[src/rtl/mantissa_subtractor_seq.sv]
// ---------------------------------------------------------------------------
// mantissa_subtractor_seq
//
// Purpose:
//   Digit-serial magnitude subtractor for floating-point mantissas on the
//   effective-subtraction path. Computes |A-B| one DIGIT-bit slice per cycle
//   using a single small ripple slice. If the raw difference borrows out of
//   the top slice, a second digit-serial pass two's-complements the result.
//   Swap reports A<B for the sign logic. Zero reports exact cancellation.
//
// Ports:
//   clk        in   1      clock, rising edge
//   rst_n      in   1      asynchronous active-low reset
//   in_valid   in   1      operands valid
//   in_ready   out  1      block can accept operands (high only in IDLE)
//   A          in   WIDTH  minuend mantissa
//   B          in   WIDTH  subtrahend mantissa
//   out_valid  out  1      result valid (high only in DONE)
//   out_ready  in   1      consumer takes result
//   Diff       out  WIDTH  |A-B|
//   Swap       out  1      1 when A<B (result was negated)
//   Zero       out  1      1 when Diff==0
//
// Timing:
//   From the accept edge to out_valid takes NDIG cycles when A>=B.
//   It takes 2*NDIG cycles when A<B.
//   Diff, Swap and Zero are loaded only on entry to DONE. They then hold
//   their values until the next result is loaded.
// ---------------------------------------------------------------------------
module mantissa_subtractor_seq #(
    parameter int WIDTH = 24,
    parameter int DIGIT = 4
) (
    input  logic             clk,
    input  logic             rst_n,
    input  logic             in_valid,
    output logic             in_ready,
    input  logic [WIDTH-1:0] A,
    input  logic [WIDTH-1:0] B,
    output logic             out_valid,
    input  logic             out_ready,
    output logic [WIDTH-1:0] Diff,
    output logic             Swap,
    output logic             Zero
);

    localparam int NDIG = WIDTH / DIGIT;
    localparam int CW   = (NDIG > 1) ? $clog2(NDIG) : 1;

    localparam logic [1:0] S_IDLE = 2'd0;
    localparam logic [1:0] S_SUB  = 2'd1;
    localparam logic [1:0] S_NEG  = 2'd2;
    localparam logic [1:0] S_DONE = 2'd3;

    logic [1:0]       state;
    logic [WIDTH-1:0] a_sh;      // operands shift right; the slice in use is always at bit 0
    logic [WIDTH-1:0] b_sh;
    logic [WIDTH-1:0] res;       // result shifts in from the top; it is aligned after NDIG steps
    logic [CW-1:0]    cnt;       // slice counter
    logic             cb;        // borrow during SUB, carry during NEG

    logic [DIGIT:0]   sub_slice;
    logic [DIGIT:0]   neg_slice;
    logic [DIGIT:0]   slice_out;
    logic [WIDTH-1:0] res_next;
    logic             last;

    // NOTE: every always_comb output gets a value on every path. This prevents latches.
    always_comb begin
        // Bit DIGIT of the (DIGIT+1)-bit difference is the borrow out of the slice.
        sub_slice = {1'b0, a_sh[DIGIT-1:0]} - {1'b0, b_sh[DIGIT-1:0]}
                    - {{DIGIT{1'b0}}, cb};
        // Negation pass: invert the low slice and add the incoming carry.
        neg_slice = {1'b0, ~res[DIGIT-1:0]} + {{DIGIT{1'b0}}, cb};
        slice_out = (state == S_NEG) ? neg_slice : sub_slice;
        res_next  = {slice_out[DIGIT-1:0], res[WIDTH-1:DIGIT]};
        last      = (cnt == CW'(NDIG - 1));
    end

    assign in_ready  = (state == S_IDLE);
    assign out_valid = (state == S_DONE);

    // NOTE: sequential state uses non-blocking assignments only. This way every
    // register samples its inputs from before the edge.
    // NOTE: the datapath registers are reset as well. Diff, Swap and Zero must
    // read 0 right after reset.
    always_ff @(posedge clk or negedge rst_n) begin
        if (!rst_n) begin
            state <= S_IDLE;
            a_sh  <= '0;
            b_sh  <= '0;
            res   <= '0;
            cnt   <= '0;
            cb    <= 1'b0;
            Diff  <= '0;
            Swap  <= 1'b0;
            Zero  <= 1'b0;
        end else begin
            case (state)
                S_IDLE: begin
                    if (in_valid) begin
                        a_sh  <= A;
                        b_sh  <= B;
                        cnt   <= '0;
                        cb    <= 1'b0;
                        state <= S_SUB;
                    end
                end
                S_SUB: begin
                    a_sh <= a_sh >> DIGIT;
                    b_sh <= b_sh >> DIGIT;
                    res  <= res_next;
                    cb   <= slice_out[DIGIT];
                    cnt  <= cnt + CW'(1);
                    if (last) begin
                        cnt <= '0;
                        if (slice_out[DIGIT]) begin
                            // The raw difference is negative. The negation carry starts at 1.
                            cb    <= 1'b1;
                            state <= S_NEG;
                        end else begin
                            Diff  <= res_next;
                            Swap  <= 1'b0;
                            Zero  <= (res_next == '0);
                            state <= S_DONE;
                        end
                    end
                end
                S_NEG: begin
                    res <= res_next;
                    cb  <= slice_out[DIGIT];
                    cnt <= cnt + CW'(1);
                    if (last) begin
                        cnt   <= '0;
                        Diff  <= res_next;
                        Swap  <= 1'b1;
                        Zero  <= (res_next == '0);
                        state <= S_DONE;
                    end
                end
                default: begin  // S_DONE
                    if (out_ready) begin
                        state <= S_IDLE;
                    end
                end
            endcase
        end
    end

endmodule

[config.mk]
export PLATFORM = sky130hd
export DESIGN_NAME = mantissa_subtractor_seq
export DESIGN_NICKNAME = d
export VERILOG_FILES = /design/src/rtl/mantissa_subtractor_seq.sv
export SDC_FILE = /design/constraint.sdc
export NUM_CORES = 1
export LEC_CHECK = 0
export ABC_CLOCK_PERIOD_IN_PS = 2500
export CAP_MARGIN = 10
export CORE_ASPECT_RATIO = 1.4
export CORE_MARGIN = 5
export CORE_UTILIZATION = 35
export CTS_CLUSTER_DIAMETER = 50
export CTS_CLUSTER_SIZE = 30
export DETAILED_ROUTE_END_ITERATION = 16
export DONT_BUFFER_PORTS = 1
export GPL_TIMING_DRIVEN = 0
export SLEW_MARGIN = 30
export SYNTH_ARGS = -nofsm -noshare
export SYNTH_HDL_FRONTEND = slang
export SYNTH_SLANG_ARGS = --single-unit
[constraint.sdc]
create_clock -name clk -period 2.5 [get_ports clk]
set_input_delay 0.375 -clock clk [delete_from_list [all_inputs] [get_ports clk]]
set_output_delay 0.375 -clock clk [all_outputs]
set_load 0.01 [all_outputs]
# After elaboration in Yosys (flattened, before gate mapping)
# Index checks and enable logic that the tools add are counted.
# classes
muxes	30
n_addsub	4
n_reduce_logical	13
eq_ne	8
n_bitwise	1
# ops
cell	n
24-bit case mux with 2 select lines	3
24-bit two-way mux	5
24-bit zero test	1
1-bit two-way mux	10
2-bit two-way mux	4
2-bit inequality test (second input constant)	4
4-bit AND reduction	2
3-bit two-way mux	2
2-bit case mux with 3 select lines	1
3-bit case mux with 2 select lines	1
2-bit AND reduction	3
2-bit nonzero test	3
4-bit by 1-bit adder with 5-bit output	1
5-bit two-way mux	1
4-bit by 4-bit subtractor with 5-bit output	1
5-bit by 1-bit subtractor with 5-bit output	1
2-bit == test (second input constant)	2
4-bit NOT	1
1-bit case mux with 2 select lines	2
4-bit nonzero test	1
3-bit by 1-bit adder with 3-bit output (second input constant)	1
3-bit == test (second input constant)	1
1-bit case mux with 3 select lines	1
3-bit nonzero test	1
other kinds (3)	3
# word_totals
inputBits	52
register_bits	104
output_inout_bits	28
word_cells	65

# Longest topological paths before layout
# Gate-level depths: netlist of the first run.
# depth
ltp_word	7
ltp_mapped	10
mapped_depth_nobuf	9

# Worst setup path before layout of the first run
# OpenSTA, ideal clock, no wires.
# synth_timing
path_kind	register to register
from	register a_sh[0]
to	register Diff[0]
setup_time_ns	0.125
path_slack_ns	-0.232
period_less_slack_ns	2.732
arrival_time_ns	2.607
stages_incl_launch_ff	10
path_cell_list	dfrtp_1 fa_1 fa_1 nand2b_4 a211o_2 a41oi_2 a311o_2 buf_6 buf_12 mux2_4
# synth_via
elab_chain_cells	5
# synth_lines
element	line	rtl
start, declared	56	logic [WIDTH-1:0] a_sh;
start signal, assigned	110	a_sh <= a_sh >> DIGIT;
4-bit by 4-bit subtractor with 5-bit output	71	sub_slice = {1'b0, a_sh[DIGIT-1:0]} - {1'b0, b_sh[DIGIT-1:0]}
5-bit by 1-bit subtractor with 5-bit output	72	- {{DIGIT{1'b0}}, cb};
5-bit two-way mux	75	slice_out = (state == S_NEG) ? neg_slice : sub_slice;
2-bit inequality test (no source line)	-	
4-bit AND reduction (no source line)	-	
end signal, assigned	122	Diff <= res_next;
end signal, assigned	135	Diff <= res_next;
end, declared	42	output logic [WIDTH-1:0] Diff,
# Every way passes these cells.
# A chain may end at the register's enable or synchronous reset.

# Worst setup path after layout of the first run
# layout_timing
from	register cb
to	register Diff[3]
# layout_via
elab_chain_cells	4
# layout_lines
element	line	rtl
start, declared	60	logic cb;
start signal, assigned	113	cb <= slice_out[DIGIT];
start signal, assigned	131	cb <= slice_out[DIGIT];
5-bit by 1-bit subtractor with 5-bit output or 4-bit by 1-bit adder with 5-bit output (tied branches)	72, 74	
5-bit two-way mux (*)	75	
2-bit inequality test (no source line) (*)	-	
4-bit AND reduction (no source line) (*)	-	
# Mark *: on every way between the ends. The rest lies on a longest branch, timed or not.

==> results.cfg, run 1 <==
[worst_setup_path]
r2r-start = cb
reg2reg_depth = 10
cp_slowest_cell = fa_2
startpoint = cb
path_class = register to register
crit_path_end = Diff[3]
crit_arrival_ns = 2.96
worst_setup_path_end_kind = register
path_depth = 10
crit_buf_inv = 3
required_ns = 2.73
cpPeakStageDelay_ns = 0.42
cp_cell_sequence = inv_2, fa_2, fa_2, nand2b_4, a211o_4, a41oi_2, a311o_2, buf_8, buf_12, mux2_4
cp_max_fo = 10
path_delay_family = adder cells
critPathMostFrequentCell = fa_2
r2r_slack_ns = -0.24
start_kind = register
regToRegEndpoint = Diff[3]

[power]
fin_total_pwr_w = 0.00762
max-vdd-ir-drop_mv = 0.520
p_leak_nw = 2.45
powerDensity_nw_per_um2 = 1370

[timing]
slew_violations = 0
finalSetupViolations = 25
fin_skew_ns = 0.0108
tightest_slew_ns = 0.717
hold_violations = 104
finalWorstSetupSlack_ns = -0.238
rsz0062_at_grt = true
fin_tns_setup_ns = -5.52
finalCritPeriodShare_pct = 110
fmax_ghz = 0.365
relSlewSlack_pct = 52.2
hold_ws_ns = -0.276
layout_min_cycle_time_ns = 2.74

[yosys]
ys_ff_latch = 104
ys_seq_area_share_pct = 53.1
syn_nets = 485
yosys_most_used_dff = dfrtp_1
yosys-top-cells-count = 104 x dfrtp_1, 62 x nand2_1, 55 x o21ai_0
synth_top_cell_area_share_pct = 53.1
syn_area_per_cell_um2 = 11.7
synth_area_um2 = 4900
synth_area_leader_cell = dfrtp_1
synth.distinct_cells = 47
syn_inst = 418
synthArstFlopShare_pct = 100
synth_edf_count = 0
synth.area.top_cells = dfrtp_1 53%, mux2i_1 9.0%, mux2_2 6.0%
yosysWarnings = 0
yosysMostFrequentCell = dfrtp_1

[routing]
ant_nets = 0
initialDrtViolationCount = 80
drc = 0
wl_mm = 10.5
vias_per_cell = 5.00
vias = 3140
wl_per_cell_um = 16.6
drt-pass1-iter-count = 4

[layout]
register_area_um2 = 2600
fillers = 1338
nets = 505
drive_gt1_share_pct = 20.8
finalInstanceArea_um2 = 5550
multi_input_area_um2 = 2140
area_delta_synth_final_pct = 13.1
n_antenna_cell = 0

[status]
violations = hold timing, setup timing
status = finished, violations left

[place]
placed_cell_area_um2 = 5150
portBuffers = 0
dp_hpwl_mm = 7.62
gp_congestion = 0.753
place_ws_ns = -0.265

[floorplan]
die-area_um2 = 16500
coreArea_um2 = 13800
rows = 51
start_util_pct = 35.4
dieWidth_um = 110
die_height_um = 150
io_pins = 80

[cts]
clk_latency_ns = 0.35
clock_sinks = 104
cts_tree = done
cts.clk_slew.worst_paths_ns = 0.07
cts_buffers = 9
clockBufferDepth = 2
clock-root-buffer = clkbuf_16
htree_levels = 3

[grt]
grt_start_max_net_pins = 105
grt_pass1_wl_mm = 17.0
grt_pass1_vias = 3314
overflow = 0
antenna_found_initial = 0
grt_usage_pct = 13.2

[hold_path]
hold_class = input port to asynchronous set/reset pin

[job]
cap_viol_max_count = 0
==> metal layers <==
layer	GRT usage (%)	wire (um)	up-vias
met1	15.5	4280	1564
li1	-	-	1494
met5	0	0	-
met3	4.70	691	11
met4	3.62	108	0
met2	22.5	5380	71
==> stage by stage <==
stage                     util [%]  std cells  hold WS (ns)
after floorplan                  -        418        0.0794
after global placement        37.2        603        0.0826
after detailed placement      37.2        603        0.0828
after CTS                     39.7        624        -0.292
after global routing          40.0        628        -0.298
final                         40.0        628        -0.276
==> worst reg2reg max path, cell delays in order, from the launching register on <==
cell	delay, ns
dfrtp_1	0.36
inv_2	0.06
fa_2	0.42
fa_2	0.39
nand2b_4	0.16
a211o_4	0.33
a41oi_2	0.14
a311o_2	0.17
buf_8	0.15
buf_12	0.15
mux2_4	0.30
==> state kept, by name, summed over array words and instances, names as in the netlist <==
| register | cells |
|---|---|
| cnt | 3 |
| Diff | 24 |
| Swap | 1 |
| cb | 1 |
| a_sh | 24 |
| res | 24 |
| b_sh | 24 |
| state | 2 |
| Zero | 1 |
==> cell type report <==
cell class	count	share of cell area [%]
clock inverter	5	0.699
inverter	18	1.22
clock buffer	11	4.38
buffer	23	2.48
sequential	104	46.9
tap	185	4.17
multi-input combinational	273	38.6
timing repair buffer	9	1.53
==> where the power goes <==
| part | internal (W) | switching, W | total [W] |
|---|---|---|---|
| sequential | 0.00246 | 0.000635 | 0.00310 |
| clock | 0.000711 | 0.000636 | 0.00135 |
| combinational | 0.00155 | 0.00162 | 0.00318 |
==> cell usage in the layout, fill, tap and decap left out, drive strengths merged, types with 6 or more instances in the layout <==
| master | netlist | layout |
|---|---|---|
| dfrtp | 104 | 104 |
| buf | 7 | 15 |
| inv | 17 | 19 |
| mux2 | 45 | 45 |
| nor2 | 6 | 6 |
| mux2i | 44 | 44 |
| clkbuf | 16 | 28 |
| ha | 13 | 13 |
| nand2 | 62 | 62 |
| nor4 | 6 | 6 |
| o21ai | 55 | 55 |
==> cell families after synthesis <==
logic type | share of synthesized area (%)
xor+xnor | 0.536
flops | 53.1
simple gates | 8.42
compound gates | 9.06
fa+ha+maj | 4.13
mux | 20.8
buf+inv | 4.01
==> worst min path at each step <==
stage | from | end | slack, ns
global placement | rst_n | Diff[11] | 0.08
global route | rst_n | Diff[11] | -0.30
floorplan | rst_n | Diff[0] | 0.08
detailed placement | rst_n | Diff[12] | 0.08
CTS | rst_n | Diff[12] | -0.29
finish | rst_n | Diff[11] | -0.28
==> repair_timing <==
action / 4_1_cts / 5_1_grt
endpoints found under the setup margin: 65 / 33
gates resized for setup: 7 / 5
setup buffers: 5 / 3
endpoints found under the hold margin: 104 / 104
pin swaps: 1 / 1
cloned: 0 / 1
(Power assumes the default switching activity.)
==> run 2: changes to the inputs <==
MAX_ROUTING_LAYER = met4   (was not set)
REMOVE_ABC_BUFFERS = 1   (was not set)
==> run 2 against run 1 <==
  * The flow still finishes with violations (hold timing, setup timing)
  * Combinational power up 2%
  * Setup slack worse by 0.018 ns
  * Hold slack about the same
  * Critical path type unchanged
  * Critical endpoint is now Diff[14]
==> results.cfg, run 2 (synthesized netlist as in run 1, its figures left out) <==
[status]
status = finished, violations left
violations = hold timing, setup timing

[timing]
rsz0062_at_grt = true
layout_min_cycle_time_ns = 2.76
hold_ws_ns = -0.277
slew_violations = 0
relSlewSlack_pct = 53.9
finalSetupViolations = 25
finalCritPeriodShare_pct = 110
hold_violations = 104
finalWorstSetupSlack_ns = -0.256
fin_skew_ns = 0.00476
fmax_ghz = 0.363
tightest_slew_ns = 0.692

[routing]
wl_mm = 9.97
wl_per_cell_um = 16.3
drt-pass1-iter-count = 4
ant_nets = 0
initialDrtViolationCount = 130
drc = 0
vias = 3011
vias_per_cell = 4.94

[worst_setup_path]
worst_setup_path_end_kind = register
cp_max_fo = 10
path_class = register to register
start_kind = register
crit_arrival_ns = 2.98
required_ns = 2.73

[layout]
layout_common_cells = 104 x dfrtp_1, 62 x nand2_1, 55 x o21ai_0
nets = 487
fillers = 1347
finalInstanceArea_um2 = 5610
final_common_cell = dfrtp_1
drive_gt1_share_pct = 21.2
area_delta_synth_final_pct = 14.3
fin_cells = 610
n_antenna_cell = 0
multi_input_area_um2 = 2210
register_area_um2 = 2600

[floorplan]
dieWidth_um = 110
coreArea_um2 = 13800
die_height_um = 150
die-area_um2 = 16500
rows = 51
io_pins = 80
start_util_pct = 35.4

[cts]
clk_latency_ns = 0.34
cts_tree = done
clockBufferDepth = 2
cts.clk_slew.worst_paths_ns = 0.07
cts_buffers = 9
htree_levels = 3
clock-root-buffer = clkbuf_16
clock_sinks = 104

[place]
place_ws_ns = -0.762
dp_hpwl_mm = 6.67
gp_congestion = 0.750
portBuffers = 0
placed_cell_area_um2 = 5110
dpl.cell_count = 584

[grt]
antenna_found_initial = 0
overflow = 0
grt_pass1_vias = 3129
grt_usage_pct = 13.0
grt_pass1_wl_mm = 16.2
grt_start_max_net_pins = 105

[hold_path]
hold_class = input port to asynchronous set/reset pin

[job]
cap_viol_max_count = 0

[power]
powerDensity_nw_per_um2 = 1400
fin_total_pwr_w = 0.00785
p_leak_nw = 2.46
max-vdd-ir-drop_mv = 0.505
==> run 2: repair_timing <==
item,in CTS,in global routing
setup buffers,9,0
endpoints found under the setup margin,25,42
hold endpoints to repair,104,104
pin swaps,4,0
resized for setup,15,4
cloned,2,1
==> run 2: worst max-delay path, stage by stage (launching register included) <==
cell and delay [ns]:
dfrtp_1 0.36, inv_2 0.04, fa_2 0.41, fa_2 0.37
nand2b_4 0.16, a211o_4 0.35, a41oi_4 0.21, buf_4 0.15
a311o_2 0.14, buf_12 0.15, mux2_4 0.30
==> run 2: metrics by stage <==
stage	TNS [ns]	utilization, %
2_1_floorplan	-153.95	-
4_1_cts	-5.89	40.6
6_report	-5.17	40.5
3_3_place_gp	-267.29	36.2
3_5_place_dp	-17.76	36.9
5_1_grt	-7.32	40.5
==> run 2: cell type report <==
class / count / area share (%)
timing repair buffer: 12 / 2.95
inverter: 18 / 1.21
multi-input combinational: 275 / 39.5
tap: 185 / 4.13
sequential: 104 / 46.4
clock buffer: 9 / 4.02
clock inverter: 7 / 1.81
==> run 2: worst paths after layout <==
check / start / to / slack (ns) / depth (start not counted)
setup / recovery: b_sh[0] / Diff[14] / -0.26 / 10
setup reg to reg: b_sh[0] / Diff[14] / -0.26 / 10
max in group asynchronous: rst_n / b_sh[0] / 2.54 / 0
hold reg to reg: b_sh[14] / b_sh[14] / 0.48 / 2
hold / removal: rst_n / Diff[15] / -0.28 / 0
min in group clk: B[22] / b_sh[22] / 0.18 / 2
==> run 2: metal layers <==
| metal | GRT usage, % | vias to the layer above | routed length, um |
|---|---|---|---|
| li1 | - | 1458 | - |
| met1 | 15.8 | 1456 | 4280 |
| met2 | 20.6 | 85 | 4830 |
| met3 | 4.10 | 12 | 678 |
| met4 | 3.81 | 0 | 179 |
| met5 | - | - | 0 |
==> run 2: power breakdown <==
group          internal, W  switching (W)
Sequential         0.00246       0.000622
Combinational      0.00163        0.00160
Clock             0.000890       0.000643
Total              0.00498        0.00287
